## src/rtl/fb_scan_arbiter.sv

```systemverilog
// Framebuffer SRAM arbiter: shares one single-port SRAM between GPU pixel writes and
// row prefetch into a ping-pong line buffer, then scales the buffered row onto the VGA raster.
module fb_scan_arbiter #(
    parameter int FB_W   = 160,
    parameter int FB_H   = 120,
    parameter int SCALE  = 4,
    parameter int PIX_W  = 8,
    parameter int ADDR_W = 15
) (
    input  logic              clk,
    input  logic              reset,
    input  logic [9:0]        vga_x,
    input  logic [9:0]        vga_y,
    input  logic              vga_blank,
    input  logic              gpu_req,
    input  logic [ADDR_W-1:0] gpu_addr,
    input  logic [PIX_W-1:0]  gpu_wdata,
    output logic              gpu_gnt,
    output logic              mem_en,
    output logic              mem_we,
    output logic [ADDR_W-1:0] mem_addr,
    output logic [PIX_W-1:0]  mem_wdata,
    input  logic [PIX_W-1:0]  mem_rdata,
    output logic [PIX_W-1:0]  pix_out,
    output logic              underrun
);

    localparam int SC_LOG = $clog2(SCALE);
    localparam int COL_W  = $clog2(FB_W);

    typedef enum logic {ST_IDLE = 1'b0, ST_FETCH = 1'b1} state_t;
    typedef enum logic {OWN_FETCH = 1'b0, OWN_GPU = 1'b1} owner_t;

    state_t             r_state;
    state_t             w_state_nxt;
    owner_t             r_last_owner;
    logic [9:0]         r_y_prev;
    logic [COL_W-1:0]   r_col;
    logic [ADDR_W-1:0]  r_base;
    logic               r_fetch_buf;
    logic               r_disp_sel;
    logic               r_underrun;
    logic               r_cap_valid;
    logic [COL_W-1:0]   r_cap_col;
    logic               r_cap_buf;
    logic [PIX_W-1:0]   r_pix_out;
    logic [PIX_W-1:0]   r_linebuf0 [FB_W];
    logic [PIX_W-1:0]   r_linebuf1 [FB_W];

    logic               w_trig;
    logic [9:0]         w_src_row;
    logic [9:0]         w_next_row;
    logic               w_fetch_trig;
    logic               w_sel_trig;
    logic [9:0]         w_new_row;
    logic               w_new_buf;
    logic               w_fetch_req;
    logic               w_fetch_gnt;
    logic               w_gpu_gnt;
    logic [9:0]         w_src_x;
    logic [PIX_W-1:0]   w_lb_pix;

    assign w_trig     = (vga_y != r_y_prev);
    assign w_src_row  = vga_y >> SC_LOG;
    assign w_next_row = w_src_row + 10'd1;

    // Line-change decode: frame start fetches row 0, every SCALE-th line flips display and prefetches the next row
    always_comb begin
        w_fetch_trig = 1'b0;
        w_sel_trig   = 1'b0;
        w_new_row    = 10'd0;
        w_new_buf    = 1'b0;
        if (w_trig) begin
            if (vga_y == 10'd524) begin
                w_fetch_trig = 1'b1;
                w_new_row    = 10'd0;
                w_new_buf    = 1'b0;
            end else if ((vga_y < 10'd480) && ((vga_y & 10'(SCALE - 1)) == 10'd0)) begin
                w_sel_trig = 1'b1;
                if (w_next_row < 10'(FB_H)) begin
                    w_fetch_trig = 1'b1;
                    w_new_row    = w_next_row;
                    w_new_buf    = w_next_row[0];
                end else begin
                    w_fetch_trig = 1'b0;
                end
            end else begin
                w_fetch_trig = 1'b0;
            end
        end else begin
            w_fetch_trig = 1'b0;
        end
    end

    // A fetch never issues on a trigger clk, so a restarted fetch begins cleanly at column 0
    assign w_fetch_req = (r_state == ST_FETCH) && !w_fetch_trig && !reset;

    // Arbitration and SRAM drive
    always_comb begin
        w_gpu_gnt   = 1'b0;
        w_fetch_gnt = 1'b0;
        mem_en      = 1'b0;
        mem_we      = 1'b0;
        mem_addr    = {ADDR_W{1'b0}};
        mem_wdata   = {PIX_W{1'b0}};
        if (w_fetch_req) begin
            if (gpu_req && (r_last_owner == OWN_FETCH)) begin
                w_gpu_gnt = 1'b1;
            end else begin
                w_fetch_gnt = 1'b1;
            end
        end else begin
            w_gpu_gnt = gpu_req && !reset;
        end
        if (w_gpu_gnt) begin
            mem_en    = 1'b1;
            mem_we    = 1'b1;
            mem_addr  = gpu_addr;
            mem_wdata = gpu_wdata;
        end else if (w_fetch_gnt) begin
            mem_en   = 1'b1;
            mem_we   = 1'b0;
            mem_addr = r_base + ADDR_W'(r_col);
        end else begin
            mem_en = 1'b0;
        end
    end

    assign gpu_gnt = w_gpu_gnt;

    // Next-state logic
    always_comb begin
        w_state_nxt = r_state;
        if (w_fetch_trig) begin
            w_state_nxt = ST_FETCH;
        end else if (w_fetch_gnt && (r_col == COL_W'(FB_W - 1))) begin
            w_state_nxt = ST_IDLE;
        end else begin
            w_state_nxt = r_state;
        end
    end

    // FSM, fetch pointer, owner history and sticky underrun
    always_ff @(posedge clk) begin
        if (reset) begin
            r_state      <= ST_IDLE;
            r_last_owner <= OWN_FETCH;
            r_y_prev     <= vga_y;
            r_col        <= {COL_W{1'b0}};
            r_base       <= {ADDR_W{1'b0}};
            r_fetch_buf  <= 1'b0;
            r_disp_sel   <= 1'b0;
            r_underrun   <= 1'b0;
        end else begin
            r_state  <= w_state_nxt;
            r_y_prev <= vga_y;
            if (w_gpu_gnt) begin
                r_last_owner <= OWN_GPU;
            end else if (w_fetch_gnt) begin
                r_last_owner <= OWN_FETCH;
            end
            if (w_fetch_trig) begin
                r_col       <= {COL_W{1'b0}};
                r_base      <= ADDR_W'(w_new_row) * ADDR_W'(FB_W);
                r_fetch_buf <= w_new_buf;
            end else if (w_fetch_gnt) begin
                r_col <= r_col + COL_W'(1);
            end
            if (w_sel_trig) begin
                r_disp_sel <= w_src_row[0];
            end
            if (w_fetch_trig && (r_state == ST_FETCH)) begin
                r_underrun <= 1'b1;
            end
        end
    end

    // Read-return bookkeeping: SRAM data arrives one clk after the strobe
    always_ff @(posedge clk) begin
        if (reset) begin
            r_cap_valid <= 1'b0;
            r_cap_col   <= {COL_W{1'b0}};
            r_cap_buf   <= 1'b0;
        end else begin
            r_cap_valid <= w_fetch_gnt;
            r_cap_col   <= r_col;
            r_cap_buf   <= r_fetch_buf;
        end
    end

    // Line buffer storage, deliberately not reset
    always_ff @(posedge clk) begin
        if (r_cap_valid) begin
            if (r_cap_buf) begin
                r_linebuf1[r_cap_col] <= mem_rdata;
            end else begin
                r_linebuf0[r_cap_col] <= mem_rdata;
            end
        end
    end

    assign w_src_x = vga_x >> SC_LOG;

    // Display-side line buffer read
    always_comb begin
        w_lb_pix = {PIX_W{1'b0}};
        if (w_src_x < 10'(FB_W)) begin
            if (r_disp_sel) begin
                w_lb_pix = r_linebuf1[w_src_x[COL_W-1:0]];
            end else begin
                w_lb_pix = r_linebuf0[w_src_x[COL_W-1:0]];
            end
        end else begin
            w_lb_pix = {PIX_W{1'b0}};
        end
    end

    // Registered pixel output
    always_ff @(posedge clk) begin
        if (reset) begin
            r_pix_out <= {PIX_W{1'b0}};
        end else begin
            r_pix_out <= vga_blank ? {PIX_W{1'b0}} : w_lb_pix;
        end
    end

    assign pix_out  = r_pix_out;
    assign underrun = r_underrun;

endmodule
```

## config.mk

```make
export PLATFORM = sky130hd
export DESIGN_NAME = fb_scan_arbiter
export DESIGN_NICKNAME = d
export VERILOG_FILES = /design/src/rtl/fb_scan_arbiter.sv
export SDC_FILE = /design/constraint.sdc
export NUM_CORES = 2
export LEC_CHECK = 0
export ABC_AREA = 1
export CAP_MARGIN = 20
export CORE_MARGIN = 10
export CORE_UTILIZATION = 25
export DETAILED_ROUTE_END_ITERATION = 10
export PLACE_DENSITY = 0.49
export SLEW_MARGIN = 0
export SYNTH_ARGS = -nofsm -noshare
export SYNTH_HDL_FRONTEND = slang
export SYNTH_SLANG_ARGS = --single-unit
```

## constraint.sdc

```tcl
create_clock -name clk -period 3.65 [get_ports clk]
set_input_delay 0.5475 -clock clk [delete_from_list [all_inputs] [get_ports clk]]
set_output_delay 0.5475 -clock clk [all_outputs]
set_load 0.1 [all_outputs]
```

==> metrics.yaml <==
status: "finished, final reports clean"
hp-start: "mem_rdata[6]"
fin_util: 0.298
swShare: 0.231
synth_top_area_frac: 0.718
areaGrowthSynthToFinish_pct: 18.8
grt_pass1_vias: 68200
drt_iter0_markers: 6470
dp_cells: 14900
grt.total_usage: 0.137
drive_above_1_share: 0.110
die-area_mm2: 0.455
final_cells: 15400
ys_types: 44
worst_pin_slew_ps: 987
antenna_found_initial: 10
gp_congestion: 0.875
start_util: 0.251
io_pins: 90
synth_area_mm2: 0.107
power.share.clock: 0.437
critPathKind: "register to output pin"
vdd_drop_max_mv: 0.347
syn_inst: 9195
yosysWarningCount: 0
final.fill_count: 43700
whs_endpoint: "r_linebuf1[63][6]"
numCtsBuffers: 292
cp.required_ps: 3100
rows: 240
relSlewSlack: 0.340
slew_viol_final: 0
cts.path.max_buffers: 4
place_hpwl_mm: 195
rrSetupSlack_ps: 530
cp_data_arrival_time_ps: 2960
max_freq_mhz: 285
power.switching_mw: 15.2
cap_violations: 0
cp_cell_sequence: "xor2_1 -> nor3b_2 -> nand2_1 -> nor3_4 -> buf_6 -> inv_6 -> nand2_8 -> nand4_4 -> buf_12 -> buf_4 -> nand3_2 -> nand2_2 -> buf_12"
combPwrFrac: 0.064
rr_worst_depth: 17
hold_path_class: "input pin to register"
cts_tree: "built"
synth_edf_count: 2560
grt_pass1_wl_mm: 472
crit-reg2reg-launch: "r_y_prev[3]"
period_needed_ps: 3510
cts_root_buffer: "clkbuf_16"
syn_area_per_cell_um2: 11.6
yosysSeqAreaShare: 0.727
timing.rr.end: "r_base[14]"
rsz0062_at_grt: "true"
critPathTopFamily: "simple AND/OR/NAND/NOR gates"
powerDensity_mw_per_mm2: 518
dieWidth_um: 675
path_clk_slew_ps: 60
drc_errors: 0
setup_violations: 0
wl_per_cell_um: 21.0
cp_slowest_cell: "dfxtp_2"
async_flop_share: 0
cp-end-kind: "output pin"
ys_seq_elements: 2610
viasPerCell: 4.62
path_buf_inv: 5
worst_path_largest_cell_delay_ps: 310
p_leak_nw: 43.6
coreArea_mm2: 0.427
pwr-share-seq: 0.499
grt_remaining_overflow: 0
ant_nets: 0
portBuffers: 87
chipHeight_um: 675
internal_power_mw: 50.7
ys.flop_type: "edfxtp_1"
min_path_cells: 1
cts.sinks: 2610
h-tree-depth: 5
synth.area.top_cells: "edfxtp_1 72%, nand3_1 9.6%, nand2_1 9.2%"
hold_viol: 0
nets: 9572
cp_max_fo: 7
firstDrtPassIters: 5
insertion_delay_ps: 890
cp-start-kind: "register"
post-route-period-util: 0.961
skew_ps: 42.3
vias: 71200
grt_max_degree: 116
yosysTopAreaCell: "edfxtp_1"
drt_wl_total_mm: 324
cp_common_cell: "buf_12"
==> cell families (layout without fill, tap and decap cells) <==
kind of cell | count (synthesis) | in the layout | synth area share
compound gates | 440 | 440 | 0.0222
fa+ha+maj | 18 | 18 | 0.00224
flops | 2610 | 2610 | 0.727
simple gates | 5393 | 5393 | 0.215
buf+inv | 712 | 1240 | 0.0319
other cells | 1 | 7 | 0.0000350
xor+xnor | 21 | 21 | 0.00179
==> synth_stat cells (50+ instances only) <==
cell type	instances
nand2_1	2630
edfxtp_1	2560
nand3_1	2055
nor2_1	663
o21ai_0	247
buf_2	228
clkbuf_1	201
o22ai_1	126
buf_1	89
inv_1	88
buf_4	77
dfxtp_1	50
==> worst register-to-register path, stage by stage, from the launching register on <==
cell and delay (ps):
dfxtp_2 310, xor2_1 160, nor3b_2 210, nand2_1 110, nor3_4 220, buf_6 140
buf_4 100, nor2_1 50, ha_1 270, ha_1 160, inv_1 60, fa_1 440
o21ai_0 280, a21oi_1 110, nor2_1 90, nor2_1 50, xor2_1 140, a21oi_1 140
==> flip-flops by register name (all words and copies together), names as in the netlist <==
signal	flops
r_disp_sel	1
r_cap_col	8
r_col	8
r_cap_valid	1
r_last_owner	1
r_linebuf1	1280
r_base	10
r_state	1
pix_out	8
r_linebuf0	1280
underrun	1
r_cap_buf	1
r_y_prev	10
==> layout make-up <==
type / instances / area [um^2] / share of cell area
antenna: 5 / 12.5 / 0.0000983
multi-input combinational: 5874 / 26100 / 0.205
inverter: 98 / 418 / 0.00328
tap: 5687 / 7120 / 0.0559
sequential: 2610 / 77900 / 0.612
clock inverter: 166 / 1560 / 0.0123
timing repair buffer: 623 / 6470 / 0.0508
clock buffer: 353 / 7670 / 0.0603
==> per-layer routing <==
metal | GRT usage | share of wire | up-vias
met3 | 0.0192 | 0.055 | 468
met4 | 0.0433 | 0.034 | 2
li1 | - | - | 33200
met1 | 0.190 | 0.45 | 35500
met2 | 0.219 | 0.46 | 2036
met5 | 0 | 0.000028 | -
==> cell usage in the layout (no fill, tap or decap), types with 37 or more instances in the layout <==
cell and n:
nand2_1 2617, edfxtp_1 2560, nand3_1 2052, nor2_1 633, buf_4 435, clkbuf_16 300, o21ai_0 245, o22ai_1 126
buf_12 123, inv_1 87, clkinv_1 63, clkinv_2 55, clkbuf_1 54, clkdlybuf4s50_1 47, dfxtp_1 47, a21oi_1 37
==> power groups by stage <==
| stage | sequential [mW] | clock (mW) | combinational, mW |
|---|---|---|---|
| finish | 32.9 | 28.8 | 4.21 |
| global route | 32.9 | 30.5 | 4.58 |
| CTS | 32.9 | 29.4 | 4.24 |
| detailed placement | 33.6 | 0 | 4.23 |
| global placement | 33.6 | 0 | 4.22 |
| floorplan | 33.6 | 0 | 2.16 |
==> stage by stage <==
stage	hold WS, ps	cell area (um^2)	setup TNS, ps	setup slack (ps)	power (mW)
5_1_grt	104	127000	-681	-81.4	68.0
3_5_place_dp	462	118000	-828	-262	37.8
6_report	145	127000	0	142	65.9
2_1_floorplan	418	107000	-182	-22.8	35.7
3_3_place_gp	446	118000	-1490	-387	37.8
4_1_cts	70.6	127000	0	5.18	66.6
==> repair_timing <==
action	in CTS	in global routing
endpoints found under the hold margin	0	1
pin swaps	0	11
gates cloned	0	2
gates resized for setup	4	48
setup endpoints to repair	24	25
hold buffers	0	1
buffers inserted	0	8
==> how the worst max path moves through the flow <==
| stage | from | endpoint | slack, ps | cells after the start |
|---|---|---|---|---|
| 3_5_place_dp | vga_y[3] | r_base[14] | -260 | 19 |
| 2_1_floorplan | vga_y[2] | mem_wdata[0] | -20 | 15 |
| 3_3_place_gp | vga_y[3] | r_base[14] | -390 | 19 |
| 5_1_grt | r_col[5] | mem_addr[13] | -80 | 13 |
| 6_report | r_y_prev[3] | mem_addr[12] | 140 | 13 |
| 4_1_cts | r_y_prev[3] | mem_addr[9] | 5 | 14 |
Power figures use the tool's default switching activity.
